### src/rtl/uart_tx_arb_pkg.sv
// uart_tx_arb_pkg: shared state encoding, select encodings and byte width
// for the UART transmit arbiter and its arbitration sub-module.
package uart_tx_arb_pkg;

   localparam int BYTE_W = 8;

   typedef enum logic [2:0] {
      IDLE,
      LOAD,
      SEND,
      WAIT,
      DONE
   } state_t;

   localparam logic [1:0] SEL_A = 2'b00;
   localparam logic [1:0] SEL_B = 2'b01;
   localparam logic [1:0] SEL_C = 2'b10;
   localparam logic [1:0] SEL_D = 2'b11;

   // Turn a requester index into its one-hot ack position.
   function automatic logic [3:0] sel_onehot(input logic [1:0] idx);
      return 4'b0001 << idx;
   endfunction

endpackage

### src/rtl/rr_arb4.sv
// rr_arb4: combinational 4-way arbiter.
// Default build: round-robin, search starts at (last + 1) mod 4.
// With UART_TX_ARB_FIXED_PRIO_EN defined: fixed priority A > B > C > D and
// 'last' is ignored.
module rr_arb4
   import uart_tx_arb_pkg::*;
(
   input  logic [3:0] req,
   input  logic [1:0] last,
   output logic [1:0] grant,
   output logic       valid
);

   assign valid = |req;

   // NOTE: every variable written in an always_comb gets a default first so no path infers a latch.
`ifdef UART_TX_ARB_FIXED_PRIO_EN
   logic unused_last;
   assign unused_last = ^last;

   // Scan from D down to A so the lowest index overrides and wins.
   always_comb begin
      grant = SEL_A;
      for (int i = 3; i >= 0; i--) begin
         if (req[i]) grant = i[1:0];
      end
   end
`else
   logic [1:0] idx;

   // Scan from the farthest candidate to the nearest so (last + 1) overrides and wins.
   always_comb begin
      grant = SEL_A;
      idx   = last;
      for (int k = 4; k >= 1; k--) begin
         idx = last + k[1:0];
         if (req[idx]) grant = idx;
      end
   end
`endif

endmodule

### src/rtl/uart_tx_arbiter.sv
// uart_tx_arbiter: picks one of four requesters, captures its LENGTH-bit
// word and streams it LSB-byte-first to a UART transmitter, then acks it.
// Optional build macro UART_TX_ARB_FIXED_PRIO_EN switches the arbiter from
// round-robin to fixed priority A > B > C > D.
module uart_tx_arbiter
   import uart_tx_arb_pkg::*;
#(
   parameter int LENGTH = 32,
   parameter int NREQ   = 4
)(
   input  logic              clk,
   input  logic              rst,
   input  logic [NREQ-1:0]   req,
   input  logic [LENGTH-1:0] data_a,
   input  logic [LENGTH-1:0] data_b,
   input  logic [LENGTH-1:0] data_c,
   input  logic [LENGTH-1:0] data_d,
   input  logic              tx_busy,
   output logic [NREQ-1:0]   ack,
   output logic [1:0]        sel,
   output logic              mux_en,
   output logic [BYTE_W-1:0] tx_data,
   output logic              tx_start,
   output logic              busy
);

   localparam int                NBYTES   = LENGTH / BYTE_W;
   localparam int                CNT_W    = 3;
   localparam logic [CNT_W-1:0]  CNT_LAST = CNT_W'(NBYTES);

   state_t              state;
   state_t              state_next;
   logic [1:0]          last_q;
   logic [LENGTH-1:0]   shreg;
   logic [LENGTH-1:0]   word_sel;
   logic [CNT_W-1:0]    cnt;
   logic [CNT_W-1:0]    cnt_inc;
   logic                wait_armed;
   logic                shift_done;
   logic [1:0]          grant;
   logic                grant_valid;

   rr_arb4 u_arb (
      .req   (req),
      .last  (last_q),
      .grant (grant),
      .valid (grant_valid)
   );

   // Word mux driven by the registered select.
   always_comb begin
      word_sel = data_a;
      case (sel)
         SEL_A:   word_sel = data_a;
         SEL_B:   word_sel = data_b;
         SEL_C:   word_sel = data_c;
         SEL_D:   word_sel = data_d;
         default: word_sel = data_a;
      endcase
   end

   // The first WAIT cycle is skipped because tx_busy has not risen yet.
   assign shift_done = (state == WAIT) && wait_armed && !tx_busy;
   assign cnt_inc    = cnt + 1'b1;

   // State register.
   always_ff @(posedge clk or posedge rst) begin
      // NOTE: sequential state uses non-blocking assignments so every register samples pre-edge values.
      if (rst) state <= IDLE;
      else     state <= state_next;
   end

   // Next-state logic.
   always_comb begin
      state_next = state;
      case (state)
         IDLE:    if (grant_valid) state_next = LOAD;
         LOAD:    state_next = SEND;
         SEND:    state_next = WAIT;
         WAIT:    if (shift_done) state_next = (cnt_inc == CNT_LAST) ? DONE : SEND;
         DONE:    state_next = IDLE;
         default: state_next = IDLE;
      endcase
   end

   // Moore outputs decoded from the current state.
   always_comb begin
      mux_en   = 1'b0;
      tx_start = 1'b0;
      tx_data  = '0;
      ack      = '0;
      busy     = (state != IDLE);
      case (state)
         LOAD: mux_en = 1'b1;
         SEND: begin
            tx_start = 1'b1;
            tx_data  = shreg[BYTE_W-1:0];
         end
         DONE: ack = sel_onehot(sel);
         default: ;
      endcase
   end

   // Datapath: grant capture, word shift register, byte counter, history.
   always_ff @(posedge clk or posedge rst) begin
      if (rst) begin
         sel        <= SEL_A;
         last_q     <= SEL_D;
         // NOTE: the word register is reset too, so a word abandoned by rst leaves no stale bytes behind.
         shreg      <= '0;
         cnt        <= '0;
         wait_armed <= 1'b0;
      end else begin
         case (state)
            IDLE: if (grant_valid) sel <= grant;
            LOAD: begin
               shreg <= word_sel;
               cnt   <= '0;
            end
            SEND: wait_armed <= 1'b0;
            WAIT: begin
               wait_armed <= 1'b1;
               if (shift_done) begin
                  shreg <= shreg >> BYTE_W;
                  cnt   <= cnt_inc;
               end
            end
            DONE: last_q <= sel;
            default: ;
         endcase
      end
   end

endmodule

### config.mk
export PLATFORM = sky130hd
export DESIGN_NAME = uart_tx_arbiter
export DESIGN_NICKNAME = d
export VERILOG_FILES = /design/src/rtl/uart_tx_arb_pkg.sv /design/src/rtl/rr_arb4.sv /design/src/rtl/uart_tx_arbiter.sv
export SDC_FILE = /design/constraint.sdc
export NUM_CORES = 1
export LEC_CHECK = 0
export CAP_MARGIN = 20
export CORE_MARGIN = 1
export CORE_UTILIZATION = 45
export CTS_BUF_LIST = sky130_fd_sc_hd__clkbuf_2
export CTS_CLUSTER_DIAMETER = 120
export DETAILED_ROUTE_END_ITERATION = 12
export GPL_TIMING_DRIVEN = 0
export MAX_ROUTING_LAYER = met4
export PLACE_DENSITY = 0.93
export SYNTH_ARGS = -nofsm -noshare
export SYNTH_HDL_FRONTEND = slang
export SYNTH_SLANG_ARGS = --single-unit
### constraint.sdc
create_clock -name clk -period 3.55 [get_ports clk]
set_clock_uncertainty 0.2 [all_clocks]
set_input_delay 0.71 -clock clk [delete_from_list [all_inputs] [get_ports clk]]
set_output_delay 0.71 -clock clk [all_outputs]
set_load 0.02 [all_outputs]
### After elaboration in Yosys (flattened, before gate mapping)

Cells that the tools add are included.

* flip-flop bits (word level): 43
* input bits: 135
* output and inout port bits: 17
* logic and storage cells: 63

* add/sub/neg operators: 4
* magnitude comparators: 4
* equal/unequal tests: 10
* shift-type cells: 1
* muxes and demuxes: 26
* reductions and logical operators: 12

Operators by type and width (number)
* case mux 32 bit (4 select lines): 1
* case mux 32 bit (2 select lines): 1
* 2-to-1 mux 32 bit: 1
* < comparator 2 x 3 -> 1 bit (second input constant): 4
* 2-to-1 mux 3 bit: 4
* case mux 3 bit (4 select lines): 1
* binary-select mux 1 bit (select 2 bit): 4
* 2-to-1 mux 2 bit: 4
* 2-to-1 mux 8 bit: 1
* equality test 3 x 2 -> 1 bit (second input constant): 2
* equality test 3 bit (second input constant): 2
* 2-to-1 mux 1 bit: 6
* case mux 3 bit (2 select lines): 1
* AND reduction 2 bit: 3
* adder 2 bit (second input constant): 2
* equality test 2 bit (second input constant): 2
* 2-to-1 mux 4 bit: 1
* != test 2 bit (second input constant): 2
* nonzero test 2 bit: 2
* OR reduction 4 bit: 1
* left shift 1 x 2 -> 4 bit (first input constant): 1
* adder 3 x 1 -> 3 bit (second input constant): 1
* equality test 3 x 1 -> 1 bit (second input constant): 1
* logical NOT 3 bit: 1
* other kinds (7): 8

### Logic depth before layout (Yosys ltp)

* depth in word-level cells: 6
* gate-level depth with buffers: 6
* depth with buffers taken out: 4

### Hierarchy

From an unflattened synthesis, not the netlist that was laid out.

* cell total of the unflattened synthesis: 217
* area, all modules: 3007.9 um^2

Modules (own cells, without submodules)
* uart_tx_arbiter: times used 1, cells each 203, area each 2916.5 um^2, seq. area each 1078.5 um^2
* rr_arb4: times used 1, cells each 14, area each 91.3 um^2, seq. area each 0.0 um^2

### Worst setup path before layout

No wires, ideal clock.

* path kind: flip-flop to output port
* start point: reg state[0]
* end point: out tx_data[0]
* arrival time: 1.692 ns
* data required time: 2.640 ns
* slack: 0.948 ns
* cell stages (with the launch flop): 4
* buffers on the path: 1
* path through: dfrtp_1 clkbuf_1 nor3b_1 and2_1

* word-level cells in the longest chain between the ends: 2

RTL lines
* start, declared: line uart_tx_arbiter.sv:31 `state_t state;`
* start signal, assigned: line uart_tx_arbiter.sv:70 `else state <= state_next;`
* equality test 3 x 2 -> 1 bit: line uart_tx_arbiter.sv:93 `case (state)`
* 2-to-1 mux 8 bit: line uart_tx_arbiter.sv:93
* end, declared: line uart_tx_arbiter.sv:22 `output logic [BYTE_W-1:0] tx_data,`

No other way between the ends.

### Worst setup path after layout

* start point: reg state[0]
* end point: out tx_data[2]

The elaborated chain is that of the path after synthesis.

==> results.toml <==
[timing]
fin_crit_ns = 3.33
fmax_mhz = 300
rsz0062_at_grt = "false"
slew_viol_final = 0
max-slew-margin-rel = 0.402
finalSetupViolations = 0
worst_slew_pin_slew_ns = 0.895
fin_crit_sh = 0.938
hold_viol_final = 0
tns_ns = 0
holdWs_ns = 0.327

[detailed_routing]
num_vias = 2522
highest_layer = "met4"
routed_wl_um = 8350
route.met2.wl_um = 4670
wl_met1_um = 3090
routedWlPerCell_um = 18.8
routed_via_density = 5.68
ant_nets = 0
wl_met3_um = 458
dr.first_iter.drc_count = 94
route.detailed.drc = 0
dr.pass1.iters = 4

[clock_tree]
cts_buffers = 5
cts_setup_buffers = 0
clk_pin_slew_ns = 0.22
worstSkewPairLatency_ns = 0.41
cts.sinks = 43
cts_tree = "built"
cts-htree-levels = 2
cts_root_buf = "clkbuf_2"
clock_path_buffers = 2

[setup_path]
cp-start-kind = "register"
path_max_fanout = 10
cp.arrival_ns = 2.42
reg2regPathDepth = 5
r2r_slack_ns = 0.82
r2r_start = "sel[1]"
crit_type = "reg2out"
cp-startpoint = "state[0]"
crit_path_end_kind = "output pin"
timing.rr.end = "shreg[11]"
crit_required_ns = 2.64
cp-endpoint = "tx_data[2]"

[placement]
finalWeightedCongestion = 0.815
dp.cells = 437
portBuffers = 151
dp_hpwl_um = 6670

[finish]
syn2layout_area_growth_pct = 55.8
final_cell_mix = "clkdlybuf4s50_1 (151), mux2_2 (44), dfrtp_1 (40), mux4_2 (30)"
num_antenna_cells = 0
final_nets = 503
num-fill-cells = 459
mostFrequentLayoutCell = "clkdlybuf4s50_1"
fin_util = 0.727
instances_no_fill = 444
drive_gt1_frac = 0.297

[floorplan]
die_y_um = 83.1
start_util = 0.466
fp.dieW_um = 83.1
dieArea_um2 = 6910
row_count = 29
ios = 152
core-area_um2 = 6350

[yosys]
synth_top_area_share = 0.346
netlist_area_um2 = 2960
yosys_warnings = 0
syn_nets = 346
ys_ff_latch = 43
ys_types = 37
seq_area_frac_synth = 0.364
avgSynthCellArea_um2 = 14.2
synth_flop_cell = "dfrtp_1"
async_reset_ff_frac = 1.00
synth.area.top_cells = "dfrtp_1 (35%), mux4_2 (23%), mux2_2 (17%)"
yosys.area.top_type = "dfrtp_1"
synth-edff-count = 0
synthCells = 209

[outcome]
status = "finished, final reports clean"

[power_and_ir_drop]
powerDensity_nw_per_um2 = 620
power_leakage_nw = 1.86
ir_drop_mv = 0.546
total_power_mw = 2.86

[global_route]
grt_pass1_wl_um = 13600
overflow = 0
antenna_found_initial = 0
grt_max_degree = 44
grtUsageTotal = 0.257
grt_pass1_vias = 2823

[min_path]
hold_path.startpoint = "shreg[0]"
hold_path.class = "reg2reg"

[flow_run]
cap_violations = 0
metrics by stage:
| stage | area [um2] | worst slack [ns] |
|---|---|---|
| floorplan | 2960 | 0.948 |
| global placement | 4570 | 0.346 |
| detailed placement | 4570 | 0.293 |
| CTS | 4610 | 0.101 |
| global route | 4610 | 0.0310 |
| finish | 4610 | 0.218 |
routing by layer:
metal  vias up  GRT usage
li1       1141          -
met5         -          -
met1      1264      0.288
met3        14     0.0437
met2       103      0.468
met4         0     0.0768
state kept, by name, summed over array words and instances (netlist names):
signal and cells:
state 3, shreg 32, wait_armed 1, cnt 3, sel 2, last_q 2
cells by family after synthesis:
kind of cell	count (synthesis)	share of synthesized area
XOR/XNOR	1	0.00296
AO/OA/AOI/OAI	24	0.0646
AND/OR/NAND/NOR	32	0.0630
buffers and inverters	22	0.0397
adder cells (fa/ha/maj)	2	0.00845
flip-flops	43	0.364
multiplexers	85	0.457
synth_stat cells, drive strengths merged, types with 2 or more instances:
| cell type | n |
|---|---|
| nor2 | 6 |
| and2 | 8 |
| dfstp | 2 |
| clkbuf | 6 |
| o21ai | 2 |
| buf | 11 |
| mux2 | 52 |
| dfrtp | 41 |
| nor3 | 2 |
| o32a | 2 |
| a21oi | 4 |
| nand2b | 5 |
| ha | 2 |
| nor3b | 3 |
| nand2 | 3 |
| inv | 5 |
| mux4 | 32 |
| a22o | 9 |
power breakdown:
group          total, mW  switching, mW  internal [mW]
clock network      0.210          0.157         0.0537
logic               1.83          0.729           1.10
registers          0.817          0.133          0.684
final cells by class:
cell class                 count  area [um2]  share of cell area
multi-input combinational    144        1770               0.384
timing repair buffer         151        1510               0.328
sequential                    43        1080               0.234
tap                           77        96.3              0.0209
buffer                        16        95.1              0.0206
clock buffer                   7        35.0             0.00759
inverter                       5        18.8             0.00407
clock inverter                 1        5.00             0.00108
worst max-delay path, stage by stage (launching register included):
cell,delay (ns)
dfrtp_1,0.41
clkbuf_1,0.18
nor3b_2,0.59
and2_1,0.22
clkdlybuf4s50_1,0.61
worst min-delay path by stage:
stage / endpoint / slack (ns) / cells past startpoint
floorplan: shreg[24] / 0.27 / 1
global placement: shreg[1] / 0.28 / 1
detailed placement: shreg[7] / 0.29 / 1
CTS: shreg[0] / 0.33 / 1
global route: shreg[31] / 0.35 / 1
finish: shreg[0] / 0.33 / 1
repair_timing:
action	4_1_cts	5_1_grt
hold buffers	0	0
endpoints found under the setup margin	11	2
resized for setup	1	2
(Power assumes the default switching activity.)
